===== config.mk =====
export PLATFORM = sky130hd
export DESIGN_NAME = phy_tx_arbiter_flat
export DESIGN_NICKNAME = d
export VERILOG_FILES = /design/src/rtl/eth_tx_pkg.sv /design/src/rtl/phy_tx_arbiter_if.sv /design/src/rtl/rr_arb2.sv /design/src/rtl/phy_tx_arbiter.sv /design/src/flat_wrapper.sv
export SDC_FILE = /design/constraint.sdc
export NUM_CORES = 1
export LEC_CHECK = 0
export CORE_AREA = 3 3 70 85
export CTS_BUF_LIST = sky130_fd_sc_hd__clkbuf_16
export CTS_CLUSTER_SIZE = 25
export DETAILED_ROUTE_END_ITERATION = 12
export DIE_AREA = 0 0 73 88
export PLACE_DENSITY = 0.93
export SETUP_SLACK_MARGIN = 0.2
export SKIP_LAST_GASP = 1
export SYNTH_ARGS = -nofsm -noshare
export SYNTH_HDL_FRONTEND = slang
export SYNTH_SLANG_ARGS = --single-unit

===== constraint.sdc =====
create_clock -name pcie_clk -period 3.9 [get_ports pcie_clk]
set_clock_uncertainty 0.2 [all_clocks]
set_input_delay 0.585 -clock pcie_clk [delete_from_list [all_inputs] [get_ports pcie_clk]]
set_output_delay 0.585 -clock pcie_clk [all_outputs]
set_load 0.05 [all_outputs]

===== src/rtl/eth_tx_pkg.sv =====
// Shared definitions for the PHY transmit path: beat layout, arbiter states
// and default timing limits.
package eth_tx_pkg;

  localparam int BEAT_W               = 9;
  localparam int TX_EN_BIT            = 8;
  localparam int IFG_CYCLES_DEF       = 12;
  localparam int MAX_FRAME_CYCLES_DEF = 2048;

  typedef enum logic [1:0] {
    ST_IDLE = 2'd0,
    ST_XFER = 2'd1,
    ST_GAP  = 2'd2
  } tx_state_e;

endpackage


===== src/rtl/phy_tx_arbiter_if.sv =====
// Bundle of the two frame-source handshakes plus the PHY FIFO side.
// master = sources/PHY environment, slave = the arbiter.
interface phy_tx_arbiter_if;
  import eth_tx_pkg::*;

  logic              req0;
  logic              gnt0;
  logic              rdy0;
  logic [BEAT_W-1:0] din0;
  logic              wr_en0;
  logic              req1;
  logic              gnt1;
  logic              rdy1;
  logic [BEAT_W-1:0] din1;
  logic              wr_en1;
  logic [BEAT_W-1:0] phy_din;
  logic              phy_wr_en;
  logic              phy_full;
  logic [15:0]       frame_cnt;
  logic [7:0]        abort_cnt;

  modport master (
    output req0, din0, wr_en0, req1, din1, wr_en1, phy_full,
    input  gnt0, rdy0, gnt1, rdy1, phy_din, phy_wr_en, frame_cnt, abort_cnt
  );

  modport slave (
    input  req0, din0, wr_en0, req1, din1, wr_en1, phy_full,
    output gnt0, rdy0, gnt1, rdy1, phy_din, phy_wr_en, frame_cnt, abort_cnt
  );

endinterface


===== src/rtl/rr_arb2.sv =====
// Two-request round-robin picker; the pointer moves to the other source
// whenever a grant is taken.
module rr_arb2 (
  input  logic       clk,
  input  logic       rst,
  input  logic       en,
  input  logic [1:0] req,
  output logic       vld,
  output logic       idx
);

  logic rr_q;

  always_comb begin
    vld = |req;
    idx = 1'b0;
    if (req == 2'b11) idx = rr_q;
    else              idx = req[1];
  end

  always_ff @(posedge clk) begin
    if (rst)             rr_q <= 1'b0;
    else if (en && vld)  rr_q <= ~idx;
  end

endmodule


===== src/rtl/phy_tx_arbiter.sv =====
// Frame-level round-robin arbiter feeding the PHY TX FIFO, with
// inter-frame gap and a stuck-frame watchdog.
module phy_tx_arbiter
  import eth_tx_pkg::*;
#(
  parameter int IFG_CYCLES       = IFG_CYCLES_DEF,
  parameter int MAX_FRAME_CYCLES = MAX_FRAME_CYCLES_DEF
) (
  input  logic             pcie_clk,
  input  logic             sys_rst,
  phy_tx_arbiter_if.slave  bus
);

  localparam int WD_W  = $clog2(MAX_FRAME_CYCLES) + 1;
  localparam int GAP_W = $clog2(IFG_CYCLES + 2);

  tx_state_e         state_q, state_d;
  logic [1:0]        gnt_q, gnt_d;
  logic              owner_q, owner_d;
  logic              started_q, started_d;
  logic [WD_W-1:0]   wd_q, wd_d;
  logic [GAP_W-1:0]  gap_q, gap_d;
  logic [BEAT_W-1:0] beat_p0, beat_p1;
  logic              vld_p0, vld_p1;
  logic              frame_inc, abort_inc;
  logic [15:0]       frame_cnt_q;
  logic [7:0]        abort_cnt_q;

  logic [1:0]        rdy;
  logic              req_sel, wr_sel, acc, eof, started_now, wd_expired;
  logic [BEAT_W-1:0] din_sel;
  logic              arb_en, arb_vld, arb_idx;

  function automatic logic [7:0] sat_inc8(input logic [7:0] v);
    return (v == 8'hFF) ? v : v + 8'd1;
  endfunction

  assign arb_en = (state_q == ST_IDLE);

  rr_arb2 u_rr (
    .clk (pcie_clk),
    .rst (sys_rst),
    .en  (arb_en),
    .req ({bus.req1, bus.req0}),
    .vld (arb_vld),
    .idx (arb_idx)
  );

  assign rdy         = gnt_q & {2{~bus.phy_full & (state_q == ST_XFER)}};
  assign req_sel     = owner_q ? bus.req1   : bus.req0;
  assign wr_sel      = owner_q ? bus.wr_en1 : bus.wr_en0;
  assign din_sel     = owner_q ? bus.din1   : bus.din0;
  assign acc         = wr_sel & rdy[owner_q];
  // Terminator only counts once the frame has actually started.
  assign eof         = acc & ~din_sel[TX_EN_BIT] & started_q;
  assign started_now = started_q | (acc & din_sel[TX_EN_BIT]);
  assign wd_expired  = (wd_q == WD_W'(MAX_FRAME_CYCLES - 1));

  always_comb begin
    state_d   = state_q;
    gnt_d     = gnt_q;
    owner_d   = owner_q;
    started_d = started_q;
    wd_d      = wd_q;
    gap_d     = gap_q;
    beat_p0   = '0;
    vld_p0    = 1'b0;
    frame_inc = 1'b0;
    abort_inc = 1'b0;
    unique case (state_q)
      ST_IDLE: begin
        if (arb_vld) begin
          owner_d   = arb_idx;
          gnt_d     = arb_idx ? 2'b10 : 2'b01;
          wd_d      = '0;
          started_d = 1'b0;
          state_d   = ST_XFER;
        end
      end
      ST_XFER: begin
        wd_d = wd_q + WD_W'(1);
        if (acc && din_sel[TX_EN_BIT]) begin
          beat_p0   = din_sel;
          vld_p0    = 1'b1;
          started_d = 1'b1;
        end
        if (eof) begin
          beat_p0   = din_sel;
          vld_p0    = 1'b1;
          gnt_d     = 2'b00;
          frame_inc = 1'b1;
          gap_d     = GAP_W'(IFG_CYCLES);
          state_d   = ST_GAP;
        end else if (wd_expired || (!req_sel && started_now)) begin
          // Forced terminator goes out even while the FIFO reports full.
          beat_p0   = '0;
          vld_p0    = 1'b1;
          gnt_d     = 2'b00;
          abort_inc = 1'b1;
          gap_d     = GAP_W'(IFG_CYCLES);
          state_d   = ST_GAP;
        end else if (!req_sel) begin
          gnt_d   = 2'b00;
          gap_d   = GAP_W'(IFG_CYCLES);
          state_d = ST_GAP;
        end
      end
      ST_GAP: begin
        if (gap_q == '0) state_d = ST_IDLE;
        else             gap_d   = gap_q - GAP_W'(1);
      end
      default: state_d = ST_IDLE;
    endcase
  end

  // ---- p0 -> p1: state, counters and the registered PHY beat ----
  always_ff @(posedge pcie_clk) begin
    if (sys_rst) begin
      state_q     <= ST_IDLE;
      gnt_q       <= 2'b00;
      owner_q     <= 1'b0;
      started_q   <= 1'b0;
      wd_q        <= '0;
      gap_q       <= '0;
      beat_p1     <= '0;
      vld_p1      <= 1'b0;
      frame_cnt_q <= '0;
      abort_cnt_q <= '0;
    end else begin
      state_q   <= state_d;
      gnt_q     <= gnt_d;
      owner_q   <= owner_d;
      started_q <= started_d;
      wd_q      <= wd_d;
      gap_q     <= gap_d;
      beat_p1   <= beat_p0;
      vld_p1    <= vld_p0;
      if (frame_inc) frame_cnt_q <= frame_cnt_q + 16'd1;
      if (abort_inc) abort_cnt_q <= sat_inc8(abort_cnt_q);
    end
  end

  assign bus.gnt0      = gnt_q[0];
  assign bus.gnt1      = gnt_q[1];
  assign bus.rdy0      = rdy[0];
  assign bus.rdy1      = rdy[1];
  assign bus.phy_din   = beat_p1;
  assign bus.phy_wr_en = vld_p1;
  assign bus.frame_cnt = frame_cnt_q;
  assign bus.abort_cnt = abort_cnt_q;

endmodule


===== src/flat_wrapper.sv =====
// flat-port wrapper written by rule: the top's interface ports become plain ports
module phy_tx_arbiter_flat import eth_tx_pkg::*;
#(
  parameter int IFG_CYCLES       = IFG_CYCLES_DEF,
  parameter int MAX_FRAME_CYCLES = MAX_FRAME_CYCLES_DEF
)
  (pcie_clk, sys_rst, bus_req0, bus_din0, bus_wr_en0, bus_req1, bus_din1, bus_wr_en1, bus_phy_full, bus_gnt0, bus_rdy0, bus_gnt1, bus_rdy1, bus_phy_din, bus_phy_wr_en, bus_frame_cnt, bus_abort_cnt);
  phy_tx_arbiter_if bus_i ();
  input  logic pcie_clk;
  input  logic sys_rst;
  input wire logic [$bits(bus_i.req0)-1:0] bus_req0;
  input wire logic [$bits(bus_i.din0)-1:0] bus_din0;
  input wire logic [$bits(bus_i.wr_en0)-1:0] bus_wr_en0;
  input wire logic [$bits(bus_i.req1)-1:0] bus_req1;
  input wire logic [$bits(bus_i.din1)-1:0] bus_din1;
  input wire logic [$bits(bus_i.wr_en1)-1:0] bus_wr_en1;
  input wire logic [$bits(bus_i.phy_full)-1:0] bus_phy_full;
  output wire logic [$bits(bus_i.gnt0)-1:0] bus_gnt0;
  output wire logic [$bits(bus_i.rdy0)-1:0] bus_rdy0;
  output wire logic [$bits(bus_i.gnt1)-1:0] bus_gnt1;
  output wire logic [$bits(bus_i.rdy1)-1:0] bus_rdy1;
  output wire logic [$bits(bus_i.phy_din)-1:0] bus_phy_din;
  output wire logic [$bits(bus_i.phy_wr_en)-1:0] bus_phy_wr_en;
  output wire logic [$bits(bus_i.frame_cnt)-1:0] bus_frame_cnt;
  output wire logic [$bits(bus_i.abort_cnt)-1:0] bus_abort_cnt;
  assign bus_i.req0 = bus_req0;
  assign bus_i.din0 = bus_din0;
  assign bus_i.wr_en0 = bus_wr_en0;
  assign bus_i.req1 = bus_req1;
  assign bus_i.din1 = bus_din1;
  assign bus_i.wr_en1 = bus_wr_en1;
  assign bus_i.phy_full = bus_phy_full;
  assign bus_gnt0 = bus_i.gnt0;
  assign bus_rdy0 = bus_i.rdy0;
  assign bus_gnt1 = bus_i.gnt1;
  assign bus_rdy1 = bus_i.rdy1;
  assign bus_phy_din = bus_i.phy_din;
  assign bus_phy_wr_en = bus_i.phy_wr_en;
  assign bus_frame_cnt = bus_i.frame_cnt;
  assign bus_abort_cnt = bus_i.abort_cnt;
  phy_tx_arbiter #(.IFG_CYCLES(IFG_CYCLES), .MAX_FRAME_CYCLES(MAX_FRAME_CYCLES)) u_core (.pcie_clk(pcie_clk), .sys_rst(sys_rst), .bus(bus_i));
endmodule

# [Word-level counts from Yosys, hierarchy flattened]
# Cells that the tools add are included.
[totals] inputBits=25 out_inout_bits=38 reg_bits=57 word_cells=95
[op_classes] reduce_logical=18 n_lt_le_gt_ge=1 bitwise=12 eq_ne=10 add_sub_neg=4 muxes=39
[op_table] operator="$mux W9" n=4
[op_table] operator="$pmux W12 S2" n=1
[op_table] operator="$mux W2" n=10
[op_table] operator="$add A16 B1 Y16 const B" n=1
[op_table] operator="$mux W4" n=4
[op_table] operator="$mux W1" n=15
[op_table] operator="$add A12 B1 Y12 const B" n=1
[op_table] operator="$eq A12 B11 Y1 const B" n=1
[op_table] operator="$mux W12" n=1
[op_table] operator="$reduce_and A3 Y1" n=4
[op_table] operator="$add A8 B1 Y8 const B" n=1
[op_table] operator="$eq A8 B8 Y1 const B" n=1
[op_table] operator="$pmux W4 S2" n=1
[op_table] operator="$pmux W2 S3" n=1
[op_table] operator="$reduce_and A2 Y1" n=3
[op_table] operator="$and A1 B1 Y1" n=5
[op_table] operator="$not A1 Y1" n=5
[op_table] operator="$eq A2 B2 Y1 const B" n=2
[op_table] operator="$logic_not A4 Y1" n=1
[op_table] operator="$ne A2 B1 Y1 const B" n=2
[op_table] operator="$ne A2 B2 Y1 const B" n=2
[op_table] operator="$ne A4 B4 Y1 const B" n=1
[op_table] operator="$pmux W2 S2" n=1
[op_table] operator="$reduce_bool A2 Y1" n=2
[op_table] operator="other kinds (11)" n=14

# [Longest topological paths before layout]
[logic_depth] word_depth=14 mapped_depth=9 mapped_depth_nobuf=7

# [Hierarchy]
# A second synthesis with hierarchy kept.
[hier_totals] hier_cells=313 hier_area_um2=2805.2
[modules_own_cells] module="phy_tx_arbiter" cells_per_inst=306 instances=1 seq_area_each_um2=1121.1 area_each_um2=2741.4
[modules_own_cells] module="rr_arb2" cells_per_inst=7 instances=1 seq_area_each_um2=20.0 area_each_um2=63.8

# [Least setup slack after synthesis]
# No wires, ideal clock.
[synth_path] path_kind="register -> register" start="register u_core.gnt_q[1]" end="register u_core.gap_q[1]" n_path_buf=1 arrival_time_ns=2.003 setup_ns=0.070 period_less_slack_ns=2.274 stages_incl_launch_ff=7 slack_ns=1.626 required_time_ns=3.630 path_cell_list="dfxtp_1 > and3_1 > o2111ai_1 > and3_1 > buf_6 > or4_1 > a21oi_1"
[synth_via] elab_chain_len=11 word_cells_on_any_way=15 cone_classes="1 x eq/ne; 5 x mux; 6 x bitwise; 3 x reduce/logical"
[synth_rtl] item="from (decl)" line="phy_tx_arbiter.sv:18" rtl="logic [1:0] gnt_q, gnt_d;"
[synth_rtl] item="from (signal assigned)" line="phy_tx_arbiter.sv:131" rtl="gnt_q <= gnt_d;"
[synth_rtl] item="$and A2 B2 Y2 *" line="phy_tx_arbiter.sv:49" rtl="assign rdy = gnt_q & {2{~bus.phy_full & (state_q == ST_XFER)}};"
[synth_rtl] item="$mux W1 (not written as such) * (2 in series)" line="phy_tx_arbiter.sv:53" rtl="assign acc = wr_sel & rdy[owner_q];"
[synth_rtl] item="$and A1 B1 Y1 *" line="phy_tx_arbiter.sv:53"
[synth_rtl] item="$and A1 B1 Y1" line="phy_tx_arbiter.sv:56" rtl="assign started_now = started_q | (acc & din_sel[TX_EN_BIT]);"
[synth_rtl] item="$or A1 B1 Y1" line="phy_tx_arbiter.sv:56"
[synth_rtl] item="$logic_and A1 B1 Y1" line="phy_tx_arbiter.sv:94" rtl="end else if (wd_expired || (!req_sel && started_now)) begin"
[synth_rtl] item="$logic_or A1 B1 Y1" line="phy_tx_arbiter.sv:94"
[synth_rtl] item="$mux W4" line="phy_tx_arbiter.sv:94"
[synth_rtl] item="$mux W4" line="phy_tx_arbiter.sv:87" rtl="if (eof) begin"
[synth_rtl] item="$pmux W4 S2" line="phy_tx_arbiter.sv:70" rtl="unique case (state_q)"
[synth_rtl] item="to (signal assigned)" line="phy_tx_arbiter.sv:135" rtl="gap_q <= gap_d;"
[synth_rtl] item="to (decl)" line="phy_tx_arbiter.sv:22" rtl="logic [GAP_W-1:0] gap_q, gap_d;"
# Every way passes the cells marked *; elsewhere a longest branch is shown, timed or not. The select of a mux whose other input is x is not followed.
# A chain may end at the register's enable or synchronous reset.

# [Final worst setup path]
[layout_path] start="register u_core.state_q[1]" end="output bus_rdy0"
[layout_via] elab_chain_len=3
[layout_rtl] item="from (decl)" line="phy_tx_arbiter.sv:17" rtl="tx_state_e state_q, state_d;"
[layout_rtl] item="from (signal assigned)" line="phy_tx_arbiter.sv:130" rtl="state_q <= state_d;"
[layout_rtl] item="$eq A2 B1 Y1" line="phy_tx_arbiter.sv:49"
[layout_rtl] item="$and A1 B1 Y1" line="phy_tx_arbiter.sv:49"
[layout_rtl] item="$and A2 B2 Y2" line="phy_tx_arbiter.sv:49"
[layout_rtl] item="to (decl)" line="flat_wrapper.sv:19" rtl="output wire logic [$bits(bus_i.rdy0)-1:0] bus_rdy0;"
# Every way passes these cells.

==> results.yml <==
yosys:
  ys.flop_type: "dfxtp_1"
  synth-seq-cells: 57
  postSynth.asyncResetShare_pct: 0
  synth_edf_count: 0
  synthesis.yosys.warnings: 0
  post_synth.cell_area_avg_um2: 8.637
  synth_seq_area_share_pct: 41.42
  yosys.cell_types.count: 52
  mappedNetlistArea_um2: 2755
  syn_inst: 319
  net_count_of_the_mapped_netlist: 352
power_and_ir_drop:
  power_internal_mw: 1.332
  switching_power_as_a_share_of_total_power_pct: 29.60
  power.switching_mw: 0.5602
  power_leakage_nw: 1.372
  irDropWorstVdd_mv: 0.3226
  power.density_cell_area_nw_per_um2: 510.9
  share_clk_of_total_power_pct: 42.0
  power.total_mw: 1.893
  pwr-share-comb_pct: 22.9
  seqPwrFrac_pct: 35.1
critical_path:
  crit_fanout: 12
  timing.critical_path.cells: "inv_1 -> ha_1 -> nor2b_1 -> and2_1 -> clkdlybuf4s50_1"
  critical-path-slowest-cell: "clkdlybuf4s50_1"
  slowest_delay_ps: 800
  worstSetupEndpointType: "output pin"
  worst_ep_arrival_time_ps: 2450
  cp.required_ps: 3120
  critPathLaunchType: "flop"
  critPathKind: "reg -> out"
global_routing:
  wire_length_of_the_first_global_routing_pass_mm: 10.75
  global_router_s_overall_resource_usage_pct: 21.25
  first_global_vias: 2603
  grt_overflow_total: 0
  antenna_found_initial: 0
  maximum_number_of_pins_on_one_net_before_global_route_repair: 38
finish:
  fill_cells: 407
  nNetsFinal: 412
  share_of_cells_above_drive_strength_1_pct: 5.990
  n_antenna_cell: 0
  flow.area_growth_from_synthesis_pct: 34.47
sta:
  totalNegativeSetupSlack_ps: 0
  finalCriticalPeriod_ps: 3234
  worstMarginPinSlew_ps: 685.9
  worst_slew_margin_rel_pct: 54.27
  final_min_period_over_clock_period_pct: 82.93
  timing.fmax_ghz: 0.3092
  rsz0062_at_grt: "false"
  report.final.hold_viol_count: 0
  count_of_final_max_slew_check_failures: 0
  finalSetupViolations: 0
routing:
  detail-route-antenna-nets: 0
  wire_per_inst_um: 14.46
  drt-pass1-iter-count: 4
  dr_total_vias: 2570
  drt-initial-drc-count: 174
  routed_via_density: 5.762
  routed_wirelength_mm: 6.449
  drcViolationCount: 0
die:
  initial_utilization_pct: 52.37
  floorplan.die.height_um: 88
  design.die.area_um2: 6424
  count_of_boundary_i_o_pins: 63
  area_of_the_core_um2: 5261
  number_of_cell_rows: 29
  die-width_um: 73
clock_network:
  numClockSinks: 57
  htreeDepth: 3
  root_buffer: "clkbuf_16"
  cts_tree: "done"
  cts.reportedPaths.clkPinSlew_ps: 50
  max-clock-path-buffers: 2
  cts_repair_resized_insts: 0
  clk-insertion-delay-late_ps: 320
  number_of_hold_buffers_added_after_cts: 0
  cts.repair_timing.setup_buffer_count: 0
  numCtsBuffers: 9
hold_path:
  hold_path.class: "reg -> reg"
run_status:
  run_status: "completed"
run:
  cap_violations: 0
placed_design:
  finalWeightedCongestion: 0.8544
  portBuffers: 62
  detailed_place_hpwl_mm: 4.615
==> area by class of cell <==
type / instances / area (um2) / share of cell area (%)
clock buffers: 9 / 225.2 / 6.079
clock inverters: 7 / 78.83 / 2.128
inverters: 16 / 60.06 / 1.621
multi-input cells: 231 / 1486 / 40.12
flip-flops and latches: 57 / 1141 / 30.80
well taps: 62 / 77.57 / 2.094
repair buffers: 64 / 635.6 / 17.16
==> placed cells by master, fill, tap and decap left out, types with 3 or more instances in the layout <==
cell,instances
dfxtp_1,57
inv_1,19
and2_1,3
nand3_1,17
or4_1,6
o41ai_1,3
xor2_1,13
nor4_1,5
ha_1,8
and3_1,7
nand4_1,12
or2_2,3
o21ai_0,8
nor2b_1,4
o31ai_1,7
mux2i_1,11
a21oi_1,15
clkbuf_16,9
nor2_1,44
clkdlybuf4s50_1,62
xnor2_1,10
nor3_1,5
nand2_1,15
==> path summary, 6_finish.rpt <==
path	endpoint	depth (start not counted)	slack [ps]	startpoint
setup / recovery	bus_rdy0	5	670	u_core.state_q[1]
hold / removal	u_core.u_rr.rr_q	1	290	u_core.u_rr.rr_q
setup reg to reg	u_core.bus.abort_cnt[7]	7	1130	u_core.state_q[1]
hold reg to reg	u_core.u_rr.rr_q	1	290	u_core.u_rr.rr_q
==> cells by family after synthesis <==
logic type / after synthesis / synth area share, %
adder cells (fa/ha/maj): 8 / 3.633
flip-flops: 57 / 41.42
multiplexers: 13 / 4.814
buffers and inverters: 31 / 4.632
AO/OA/AOI/OAI: 55 / 13.58
AND/OR/NAND/NOR: 132 / 24.61
XOR/XNOR: 23 / 7.311
==> synth_stat cells (3+ instances only) <==
cell,instances,area share [%]
dfxtp_1,57,41
nor2_1,44,6.0
nand3_1,17,3.1
inv_1,16,2.2
a21oi_1,15,2.7
nand2_1,15,2.0
xor2_1,13,4.1
nand4_1,12,2.7
clkbuf_1,11,1.5
mux2i_1,11,4.0
xnor2_1,10,3.2
ha_1,8,3.6
o21ai_0,8,1.5
and3_1,7,1.6
o31ai_1,7,1.9
or4_1,6,1.6
nor3_1,5,0.91
nor4_1,5,1.1
nor2b_1,4,0.91
and2_1,3,0.68
buf_2,3,0.54
o41ai_1,3,0.95
or2_2,3,0.68
==> layer usage <==
metal | vias to the layer above | wire, um | share of wire, % | track usage, %
met3 | 22 | 383 | 5.9 | 7.003
li1 | 1256 | - | - | -
met2 | 88 | 3171 | 49 | 36.13
met5 | - | 0 | 0 | 0
met4 | 0 | 206 | 3.2 | 12.75
met1 | 1204 | 2688 | 42 | 22.57
==> per-stage QoR <==
stage / worst slack, ps / cell area, um2 / util (%) / hold slack, ps / instances
floorplan: 1626 / 2755 / - / 249.6 / 319
global placement: 944.8 / 3401 / 64.64 / 259.3 / 430
detailed placement: 889.8 / 3401 / 64.64 / 276.3 / 430
CTS: 672.4 / 3705 / 70.42 / 282.3 / 446
global route: 525.7 / 3705 / 70.42 / 330.4 / 446
finish: 665.6 / 3705 / 70.42 / 285.1 / 446
==> flip-flops by register name (all words and copies together) (netlist names) <==
name and flops:
u_core.bus.frame_cnt 16, u_core.wd_q 12, u_core.bus.phy_wr_en 1, u_core.owner_q 1, u_core.bus.abort_cnt 8, u_core.u_rr.rr_q 1
u_core.bus.phy_din 9, u_core.state_q 2, u_core.gnt_q 2, u_core.gap_q 4, u_core.started_q 1
==> worst max-delay path, delay by kind of cell, from the launching register on <==
kind                     cells  cell delay, ps
buffers and inverters        2             920
AND/OR/NAND/NOR              2             490
adder cells (fa/ha/maj)      1             400
flip-flops                   1             310
==> power groups by stage <==
stage | clock network [mW] | registers [mW] | logic (mW)
final | 0.795 | 0.664 | 0.433
after global routing | 0.838 | 0.669 | 0.475
after CTS | 0.804 | 0.664 | 0.430
after detailed placement | 0 | 0.675 | 0.427
after global placement | 0 | 0.670 | 0.405
after floorplan | 0 | 0.680 | 0.303
(Power assumes the default switching activity.)
